--- config.mk ---
export PLATFORM = sky130hd
export DESIGN_NAME = vdot_seq
export DESIGN_NICKNAME = d
export VERILOG_FILES = /design/src/rtl/vdot_seq.sv
export SDC_FILE = /design/constraint.sdc
export NUM_CORES = 1
export LEC_CHECK = 0
export CELL_PAD_IN_SITES_DETAIL_PLACEMENT = 1
export CELL_PAD_IN_SITES_GLOBAL_PLACEMENT = 2
export CORE_UTILIZATION = 12
export CTS_CLUSTER_SIZE = 25
export DETAILED_ROUTE_END_ITERATION = 16
export PLACE_DENSITY_LB_ADDON = 0.1
export SETUP_SLACK_MARGIN = 0.5
export SLEW_MARGIN = 25
export SYNTH_ARGS = -nofsm -noshare
export SYNTH_HDL_FRONTEND = slang
export SYNTH_SLANG_ARGS = --single-unit
--- constraint.sdc ---
create_clock -name clk_i -period 2.3 [get_ports clk_i]
set_input_delay 0.46 -clock clk_i [delete_from_list [all_inputs] [get_ports clk_i]]
set_output_delay 0.46 -clock clk_i [all_outputs]
set_load 0.02 [all_outputs]
--- src/rtl/vdot_seq.sv ---
// Command sequencer feeding a lane multiply-add unit: issues ADD/SUB/DOT element streams and returns results.
// Optional sticky overflow reporting is enabled by defining VDOT_SEQ_OVF_EN.
module vdot_seq #(
    parameter int unsigned vdw_p       = 32,
    parameter int unsigned len_width_p = 8
) (
    input  logic                   clk_i,
    input  logic                   reset_i,
    input  logic                   cmd_v_i,
    input  logic [1:0]             cmd_op_i,
    input  logic [len_width_p-1:0] cmd_len_i,
    output logic                   cmd_ready_o,
    input  logic                   elem_v_i,
    input  logic [vdw_p-1:0]       elem_a_i,
    input  logic [vdw_p-1:0]       elem_b_i,
    output logic                   elem_ready_o,
    output logic [vdw_p-1:0]       ma_a_o,
    output logic [vdw_p-1:0]       ma_b_o,
    output logic                   ma_op_o,
    output logic                   ma_use_fma_o,
    output logic                   ma_fma_first_o,
    input  logic [vdw_p-1:0]       ma_data_i,
    output logic                   res_v_o,
    output logic [vdw_p-1:0]       res_data_o,
    input  logic                   res_ready_i
`ifdef VDOT_SEQ_OVF_EN
    ,
    input  logic                   ma_ovf_i,
    output logic                   res_ovf_o
`endif
);

    localparam logic [1:0] ST_IDLE   = 2'd0;
    localparam logic [1:0] ST_STREAM = 2'd1;
    localparam logic [1:0] ST_ZERO   = 2'd2;
    localparam logic [1:0] ST_DRAIN  = 2'd3;

    localparam logic [1:0] OP_ADD  = 2'b00;
    localparam logic [1:0] OP_SUB  = 2'b01;
    localparam logic [1:0] OP_DOT  = 2'b10;
    localparam logic [1:0] OP_RSVD = 2'b11;

    logic [1:0]             state, state_n;
    logic [1:0]             op_q, op_n;
    logic [len_width_p-1:0] count, count_n;
    logic                   first, first_n;
    logic                   out_v, out_v_n;

    logic accept;
    logic fire;
    logic handshake;
    logic last;

    assign cmd_ready_o  = (state == ST_IDLE);
    assign elem_ready_o = (state == ST_STREAM) && (!out_v || res_ready_i);
    assign accept       = cmd_v_i && cmd_ready_o;
    assign fire         = elem_v_i && elem_ready_o;
    assign handshake    = out_v && res_ready_i;
    assign last         = (count == len_width_p'(1));
    assign res_v_o      = out_v;
    assign res_data_o   = ma_data_i;

    // State register
    always_ff @(posedge clk_i or posedge reset_i) begin
        if (reset_i) begin
            state <= ST_IDLE;
            op_q  <= OP_ADD;
            count <= '0;
            first <= 1'b0;
            out_v <= 1'b0;
        end else begin
            state <= state_n;
            op_q  <= op_n;
            count <= count_n;
            first <= first_n;
            out_v <= out_v_n;
        end
    end

    // Next state and multadd drive; the HOLD drive (acc + 0*0) is the default every cycle
    always_comb begin
        state_n        = state;
        op_n           = op_q;
        count_n        = count;
        first_n        = first;
        out_v_n        = out_v;
        ma_a_o         = '0;
        ma_b_o         = '0;
        ma_op_o        = 1'b0;
        ma_use_fma_o   = 1'b1;
        ma_fma_first_o = 1'b0;

        case (state)
            ST_IDLE: begin
                if (accept) begin
                    op_n    = cmd_op_i;
                    count_n = cmd_len_i;
                    first_n = 1'b1;
                    if (cmd_len_i != '0) begin
                        state_n = ST_STREAM;
                    end else if (cmd_op_i == OP_DOT) begin
                        state_n = ST_ZERO;
                    end
                end
            end

            ST_STREAM: begin
                if (handshake) begin
                    out_v_n = 1'b0;
                end
                if (fire) begin
                    count_n = count - len_width_p'(1);
                    first_n = 1'b0;
                    case (op_q)
                        OP_ADD, OP_SUB: begin
                            ma_use_fma_o = 1'b0;
                            ma_op_o      = (op_q == OP_SUB);
                            ma_a_o       = elem_a_i;
                            ma_b_o       = elem_b_i;
                            out_v_n      = 1'b1;
                        end
                        OP_DOT: begin
                            ma_a_o         = elem_a_i;
                            ma_b_o         = elem_b_i;
                            ma_fma_first_o = first;
                            if (last) begin
                                out_v_n = 1'b1;
                            end
                        end
                        default: ;
                    endcase
                    // Reserved ops produce no result, so there is nothing to drain
                    if (last) begin
                        state_n = (op_q == OP_RSVD) ? ST_IDLE : ST_DRAIN;
                    end
                end
            end

            ST_ZERO: begin
                ma_fma_first_o = 1'b1;
                out_v_n        = 1'b1;
                state_n        = ST_DRAIN;
            end

            ST_DRAIN: begin
                if (handshake) begin
                    out_v_n = 1'b0;
                    state_n = ST_IDLE;
                end
            end

            default: begin
                state_n = ST_IDLE;
                out_v_n = 1'b0;
            end
        endcase
    end

`ifdef VDOT_SEQ_OVF_EN
    logic ovf_q, ovf_n;

    // Sticky overflow: DOT keeps it across the whole reduction, ADD/SUB report it per result
    always_comb begin
        ovf_n = ovf_q;
        if (handshake && ((op_q == OP_ADD) || (op_q == OP_SUB))) begin
            ovf_n = 1'b0;
        end
        if (fire && (op_q != OP_RSVD)) begin
            ovf_n = ovf_n | ma_ovf_i;
        end
        if (accept) begin
            ovf_n = 1'b0;
        end
    end

    always_ff @(posedge clk_i or posedge reset_i) begin
        if (reset_i) begin
            ovf_q <= 1'b0;
        end else begin
            ovf_q <= ovf_n;
        end
    end

    assign res_ovf_o = ovf_q;
`endif

endmodule
==> metrics, run 1 <==
cell chain of the critical path inv_2, ha_4, nand3_4, nor2_4, buf_6, buf_12, buf_16, buf_6, and2_4, buf_6; CP endpoint kind primary output; total track usage 0.1219; power density over the cells 818.4 mW/mm^2; Startpoint Class flip-flop; area leader, netlist and2_1; total power 3.469 mW; count leader, synth and2_1; Pre-Repair DR Iteration Count 4; fin. max-slew vios 0; Final period util 0.9878; Remaining DRCs 0; setup TNS 0 ns; H-Tree Depth 1; Critical Path RT 1.84 ns; Routed Antenna Nets 0; Yosys Warn Count 0; leakage 1.867 nW; DIE HEIGHT 122.7 microns; Clock Latency Late Sink 0.25 ns; remaining global-route overflow 0; distinct cell type count after synthesis 49; routed len/inst 16.53 microns; CP max FO 7; CORE AREA 0.01404 sq mm; dpl hpwl 7528 microns; syn_nets 340; # rows 43; final hold slack 0.5235 ns; number of vias per cell 3.886; area grow syn2layout 142.3%; vias in the first global route 2294; wirelength, routed 9408 microns; Post-Syn Area 0.001749 sq mm; MaxCap Viol Count 0; Final Hold Vio Count 0; Die ar. 0.01506 sq mm; TritonCTS buffer count 3; gpl congestion 0.6708; CP arrival 1.81 ns; hold crit path type reg2reg; placement-stage cell area 0.003478 sq mm; #FFs+latches synth 14; Seq/Total Area, Yosys 0.2003; Inserted Diodes 0; Total Nets Final 508; clock sink count 14; CTS Buffer Depth 2; commonest cells in the netlist and2_1 (65), buf_4 (32), dfrtp_1 (14); global-route wire length before repair 13570 microns; status completed; most used cell, CP buf_6; Synth async-reset ratio 1.000; Worst slew margin 0.5713; Clock transition at path regs 0.05 ns; minimum clock period 2.272 ns; Crit Path Class reg2out; Final Setup Violations 0; Die X-Extent 122.7 microns; CP max stage cell dfrtp_1; antenna violations before repair 0; Synth area leaders and2_1 (23%), dfrtp_1 (20%), buf_4 (14%), ha_1 (5.0%), nor2_1 (2.4%); Synth top area share 0.2325; RSZ-0062 raised after global routing true; largest net degree at the start of global routing 17; io pins 213; Tightest Pin Transition 0.6424 ns; CP peak stage delay 0.38 ns; CTS tree done; main flop type after synthesis dfrtp_1; port bufs 148; Initial Util 0.1246; Post-synth EDFFs 0; Max rail drop VDD 0.3600 mV; synthesized area per cell 7.879 sq um; via count 2211; Clock Tree Root clkbuf_16; register-to-register setup slack 0.27 ns; initial DRC count 86; Clock Skew 0.003129 ns; Final Instance Area 0.004239 sq mm; share of cells above drive strength 1 0.5656; Syn Inst Count 222; maximum clock rate 440.2 MHz
-- worst paths after layout --
check | startpoint | to | cells past startpoint
setup / recovery | state[1] | ma_a_o[11] | 10
hold / removal | first | first | 2
setup reg to reg | state[1] | state[0] | 8
hold reg to reg | first | first | 2
max in group asynchronous | reset_i | count[1] | 2
min in group asynchronous | reset_i | first | 2
-- cells in the final DEF (no fill, tap or decap), types with 2 or more instances in the layout --
master and n:
buf_4 26, mux2_1 2, a2bb2oi_1 3, buf_16 4, nor3_1 5, o31ai_1 2, nand3_1 3, buf_12 5
a31oi_1 3, nor2_4 2, nor2_1 10, inv_1 6, inv_2 2, clkdlybuf4s50_1 76, nor4_2 3, o21ai_0 5
nand2_1 9, or2_4 2, ha_4 2, dlygate4sd2_1 3, nor3_4 2, clkbuf_16 3, ha_1 5, dfrtp_1 14
buf_8 3, and2_4 65, buf_6 88, a21oi_1 5
-- kinds of logic (layout without fill, tap and decap cells) --
family                     count (synthesis)  in the layout  synth area share
AOI/OAI and AO/OA                         35             35            0.1474
and+or+nand+nor                          111            111            0.3920
buffers and inverters                     52            219            0.1910
DFF                                       14             14            0.2003
adders and majority gates                  7              7           0.05007
muxes                                      3              3           0.01931
-- stage by stage --
stage          cells  utilization  setup WS [ns]
3_3_place_gp     535       0.2477        -0.5502
6_report         569       0.3019        0.02814
3_5_place_dp     535       0.2477        -0.5418
4_1_cts          567       0.2997      -0.004582
2_1_floorplan    222            -         0.4641
5_1_grt          569       0.3019       -0.05212
-- power breakdown --
group          internal, mW  leakage [nW]  switching (mW)
clock                 0.264        0.0442           0.114
sequential            0.376         0.162           0.151
combinational          1.42          1.66            1.15
-- flip-flops by register name, indices dropped and copies added, names as in the netlist --
register  flops
op_q          2
state         2
first         1
res_v_o       1
count         8
-- what timing repair did --
item                       in CTS  in global routing
buffers inserted               23                  2
resized for setup             505                  6
pin swaps                      29                 32
cloned                          5                  0
hold buffers                    0                  0
setup endpoints to repair      79                 78
-- metal layers --
metal	vias to the layer above	global-route usage	part of all wire
met1	1052	0.1270	0.35
met4	0	0.02515	0.0079
met2	111	0.2440	0.55
met5	-	0	0
met3	5	0.02695	0.092
li1	1043	-	-
-- critical path: cells and delay by family (launching register included) --
| family | cells | cell delay, ns |
|---|---|---|
| flops | 1 | 0.38 |
| simple gates | 3 | 0.38 |
| buf+inv | 6 | 0.62 |
| fa+ha+maj | 1 | 0.17 |
-- area by class of cell --
class | instances | area, sq um
Fill cell | 1590 | 9803
Timing Repair Buffer | 206 | 2233
Multi-Input combinational cell | 156 | 1304
Sequential cell | 14 | 350.3
Tap cell | 180 | 225.2
Clock buffer | 4 | 88.84
Inverter | 9 | 37.54
(Power assumes the default switching activity.)
==> run 2: changes to the inputs <==
--- a/config.mk
+++ b/config.mk
@@ -5,9 +5,10 @@
 export SDC_FILE = /design/constraint.sdc
 export NUM_CORES = 1
 export LEC_CHECK = 0
+export ABC_AREA = 1
 export CELL_PAD_IN_SITES_DETAIL_PLACEMENT = 1
 export CELL_PAD_IN_SITES_GLOBAL_PLACEMENT = 2
-export CORE_UTILIZATION = 12
+export CORE_UTILIZATION = 11
 export CTS_CLUSTER_SIZE = 25
 export DETAILED_ROUTE_END_ITERATION = 16
 export PLACE_DENSITY_LB_ADDON = 0.1
==> metrics, run 2 <==
Startpoint Class flip-flop (unchanged); Hold EP first (unchanged); RSZ-0062 raised after global routing true (unchanged); distinct cell type count after synthesis 23 (was 49); hold path cells 2 (unchanged); most frequent cells in the layout nand2_1 (111), clkdlybuf4s50_1 (77), nor2_1 (51) (was buf_6 (88), clkdlybuf4s50_1 (76), and2_4 (65)); HP Start first (unchanged); syn_nets 457 (was 340); total power 4.359 mW (was 3.469 mW); Critical R2R Capture count[5] (was state[0]); remaining global-route overflow 0 (unchanged); worst slack, placed -0.3446 ns (was -0.5418 ns); Post-Syn Area 0.001884 sq mm (was 0.001749 sq mm); H-Tree Depth 1 (unchanged); port bufs 148 (unchanged); routed len/inst 15.14 microns (was 16.53 microns); Final Hold Vio Count 0 (unchanged); # rows 47 (was 43); leakage 1.971 nW (was 1.867 nW); status completed (unchanged); area leader, netlist nand2_1 (was and2_1); commonest cells in the netlist nand2_1 (113), nor2_1 (94), buf_4 (34) (was and2_1 (65), buf_4 (32), dfrtp_1 (14)); Synth area leaders nand2_1 (23%), nor2_1 (19%), dfrtp_1 (19%), buf_4 (14%), ha_1 (4.6%) (was and2_1 (23%), dfrtp_1 (20%), buf_4 (14%), ha_1 (5.0%), nor2_1 (2.4%)); Pre-Repair DR Iteration Count 4 (unchanged); CP arrival 1.66 ns (was 1.81 ns); reg-to-reg critical path startpoint state[1] (unchanged); CTS tree done (unchanged); main flop type after synthesis dfrtp_1 (unchanged); fin. max-slew vios 0 (unchanged); setup ws final 0.1757 ns (was 0.02814 ns); largest net degree at the start of global routing 49 (was 17); antenna violations before repair 0 (unchanged); Die ar. 0.01766 sq mm (was 0.01506 sq mm); hold crit path type reg2reg (unchanged); final hold slack 0.5090 ns (was 0.5235 ns); gpl congestion 0.7144 (was 0.6708); compound-cell area share of the yosys netlist 0.06906 (was 0.1474); Adder-Cell Fraction of Synth Area 0.04648 (was 0.05007); commonest non-fill, non-tap cell in the layout nand2_1 (was buf_6); global-route wire length before repair 15810 microns (was 13570 microns); Clock transition at path regs 0.05 ns (about the same); io pins 213 (unchanged); Total Nets Final 599 (was 508); mux contribution to synthesized area 0 (was 0.01931); CP max FO 8 (was 7); Inserted Diodes 0 (unchanged); Synth async-reset ratio 1.000 (unchanged); setup TNS 0 ns (unchanged); DIE HEIGHT 132.9 microns (was 122.7 microns); via count 2556 (was 2211); MaxCap Viol Count 0 (unchanged); register-to-register setup slack 0.50 ns (was 0.27 ns); Worst slew margin 0.5582 (was 0.5713); Tightest Pin Transition 0.6620 ns (was 0.6424 ns); post-synthesis xor/xnor area fraction 0.004648 (was 0); count leader, synth nand2_1 (was and2_1); Clock Latency Late Sink 0.25 ns (about the same); Remaining DRCs 0 (unchanged); Die X-Extent 132.9 microns (was 122.7 microns); Seq/Total Area, Yosys 0.1859 (was 0.2003); dpl hpwl 7160 microns (was 7528 microns); CORE AREA 0.01664 sq mm (was 0.01404 sq mm); top flop regs count (8), op_q (2), state (2) (unchanged); Crit Path Class reg2out (unchanged); power density over the cells 1016 mW/mm^2 (was 818.4 mW/mm^2); total track usage 0.1158 (was 0.1219); #FFs+latches synth 14 (unchanged); Final Setup Violations 0 (unchanged); maximum clock rate 470.7 MHz (was 440.2 MHz); Max rail drop VDD 0.4186 mV (was 0.3600 mV); Final Instance Area 0.004292 sq mm (was 0.004239 sq mm); vias in the first global route 2611 (was 2294); clock sink count 14 (unchanged); simple-gate share of the synthesized area 0.4562 (was 0.3920); CTS Buffer Depth 2 (unchanged); R2R depth 13 (was 8); Clock Tree Root clkbuf_16 (unchanged); Synth top area share 0.2251 (was 0.2325); largest family of logic cells by synthesized area simple AND/OR/NAND/NOR gates (unchanged); synthesized area per cell 5.558 sq um (was 7.879 sq um); Routed Antenna Nets 0 (unchanged); CP endpoint kind primary output (unchanged); Clock Skew 0.002924 ns (was 0.003129 ns); max reg flops 8 (unchanged); Critical Path RT 1.84 ns (about the same); TritonCTS buffer count 3 (unchanged); placement-stage cell area 0.003373 sq mm (was 0.003478 sq mm); Final period util 0.9236 (was 0.9878); Syn Inst Count 339 (was 222); Yosys Warn Count 0 (unchanged); minimum clock period 2.124 ns (was 2.272 ns); area grow syn2layout 127.8% (was 142.3%); share of cells above drive strength 1 0.3563 (was 0.5656); Post-synth EDFFs 0 (unchanged); hold buffers post-CTS 0 (unchanged); Initial Util 0.1132 (was 0.1246); Reg with most FFs count (unchanged); number of vias per cell 3.651 (was 3.886); wirelength, routed 10600 microns (was 9408 microns); initial DRC count 39 (was 86)
## run 2: cell count changes after synthesis, moves of 3 or more
cell / delta
nand2_1: +103
nor2_1: +83
and2_1: -65
inv_1: +14
o21ai_0: +12
clkbuf_2: -6
buf_2: +5
buf_6: +4
nor3_1: -4
a2bb2oi_1: -3
nor4_2: -3
o31ai_1: -3
## run 2: metrics by stage
stage | cells | util
detailed placement | 668 | 0.2027
global placement | 668 | 0.2027
CTS | 695 | 0.2388
global route | 700 | 0.2579
finish | 700 | 0.2579
floorplan | 339 | -
## run 2: area by class of cell
type,instances,area (sq um)
tap,220,275.3
sequential,14,352.8
timing repair buffer,183,1972
clock buffer,4,88.84
multi-input combinational,254,1496
timing repair inverter,1,6.256
inverter,24,100.1
fill,2000,12350
## run 2: worst max-delay path by stage
stage | cells past startpoint | from | to | slack [ns]
6_report | 8 | state[1] | ma_a_o[11] | 0.18
4_1_cts | 8 | state[1] | ma_b_o[31] | 0.17
5_1_grt | 9 | state[1] | ma_fma_first_o | 0.10
2_1_floorplan | 6 | state[1] | ma_a_o[12] | 0.42
3_5_place_dp | 7 | res_ready_i | ma_b_o[0] | -0.34
3_3_place_gp | 7 | res_ready_i | ma_b_o[2] | -0.35
## run 2: power breakdown
group | internal, mW | leakage, nW | switching [mW] | total (mW)
registers | 0.377 | 0.168 | 0.129 | 0.506
clock network | 0.264 | 0.0442 | 0.118 | 0.383
logic | 1.49 | 1.76 | 1.98 | 3.47
total | 2.14 | 1.97 | 2.22 | 4.36
## run 2: logic make-up (layout without fill, tap and decap cells)
logic type | count (synthesis) | after routing
buffers and inverters | 72 | 212
AOI/OAI and AO/OA | 25 | 25
xor gates and xnor gates | 1 | 1
adders and majority gates | 7 | 7
DFF | 14 | 14
and+or+nand+nor | 220 | 221
## run 2: what timing repair did
| action | in CTS | in global routing |
|---|---|---|
| resized for setup | 414 | 83 |
| setup buffers | 14 | 4 |
| gates cloned | 9 | 1 |
| pin swaps | 3 | 5 |
| setup endpoints to repair | 77 | 81 |
## run 2: worst max-delay path, stage by stage (launching register included)
cell and delay, ns:
dfrtp_1 0.39, inv_2 0.08, ha_4 0.15, nand3_4 0.13, buf_12 0.19, buf_16 0.16
buf_12 0.13, nor2_4 0.07, buf_6 0.12
## run 2: metal layers
| metal | share of wire | up-vias | track usage |
|---|---|---|---|
| met1 | 0.44 | 1192 | 0.1499 |
| met5 | 0 | - | 0 |
| met3 | 0.047 | 2 | 0.01648 |
| met2 | 0.51 | 88 | 0.2083 |
| met4 | 0.0023 | 0 | 0.01086 |
| li1 | - | 1274 | - |
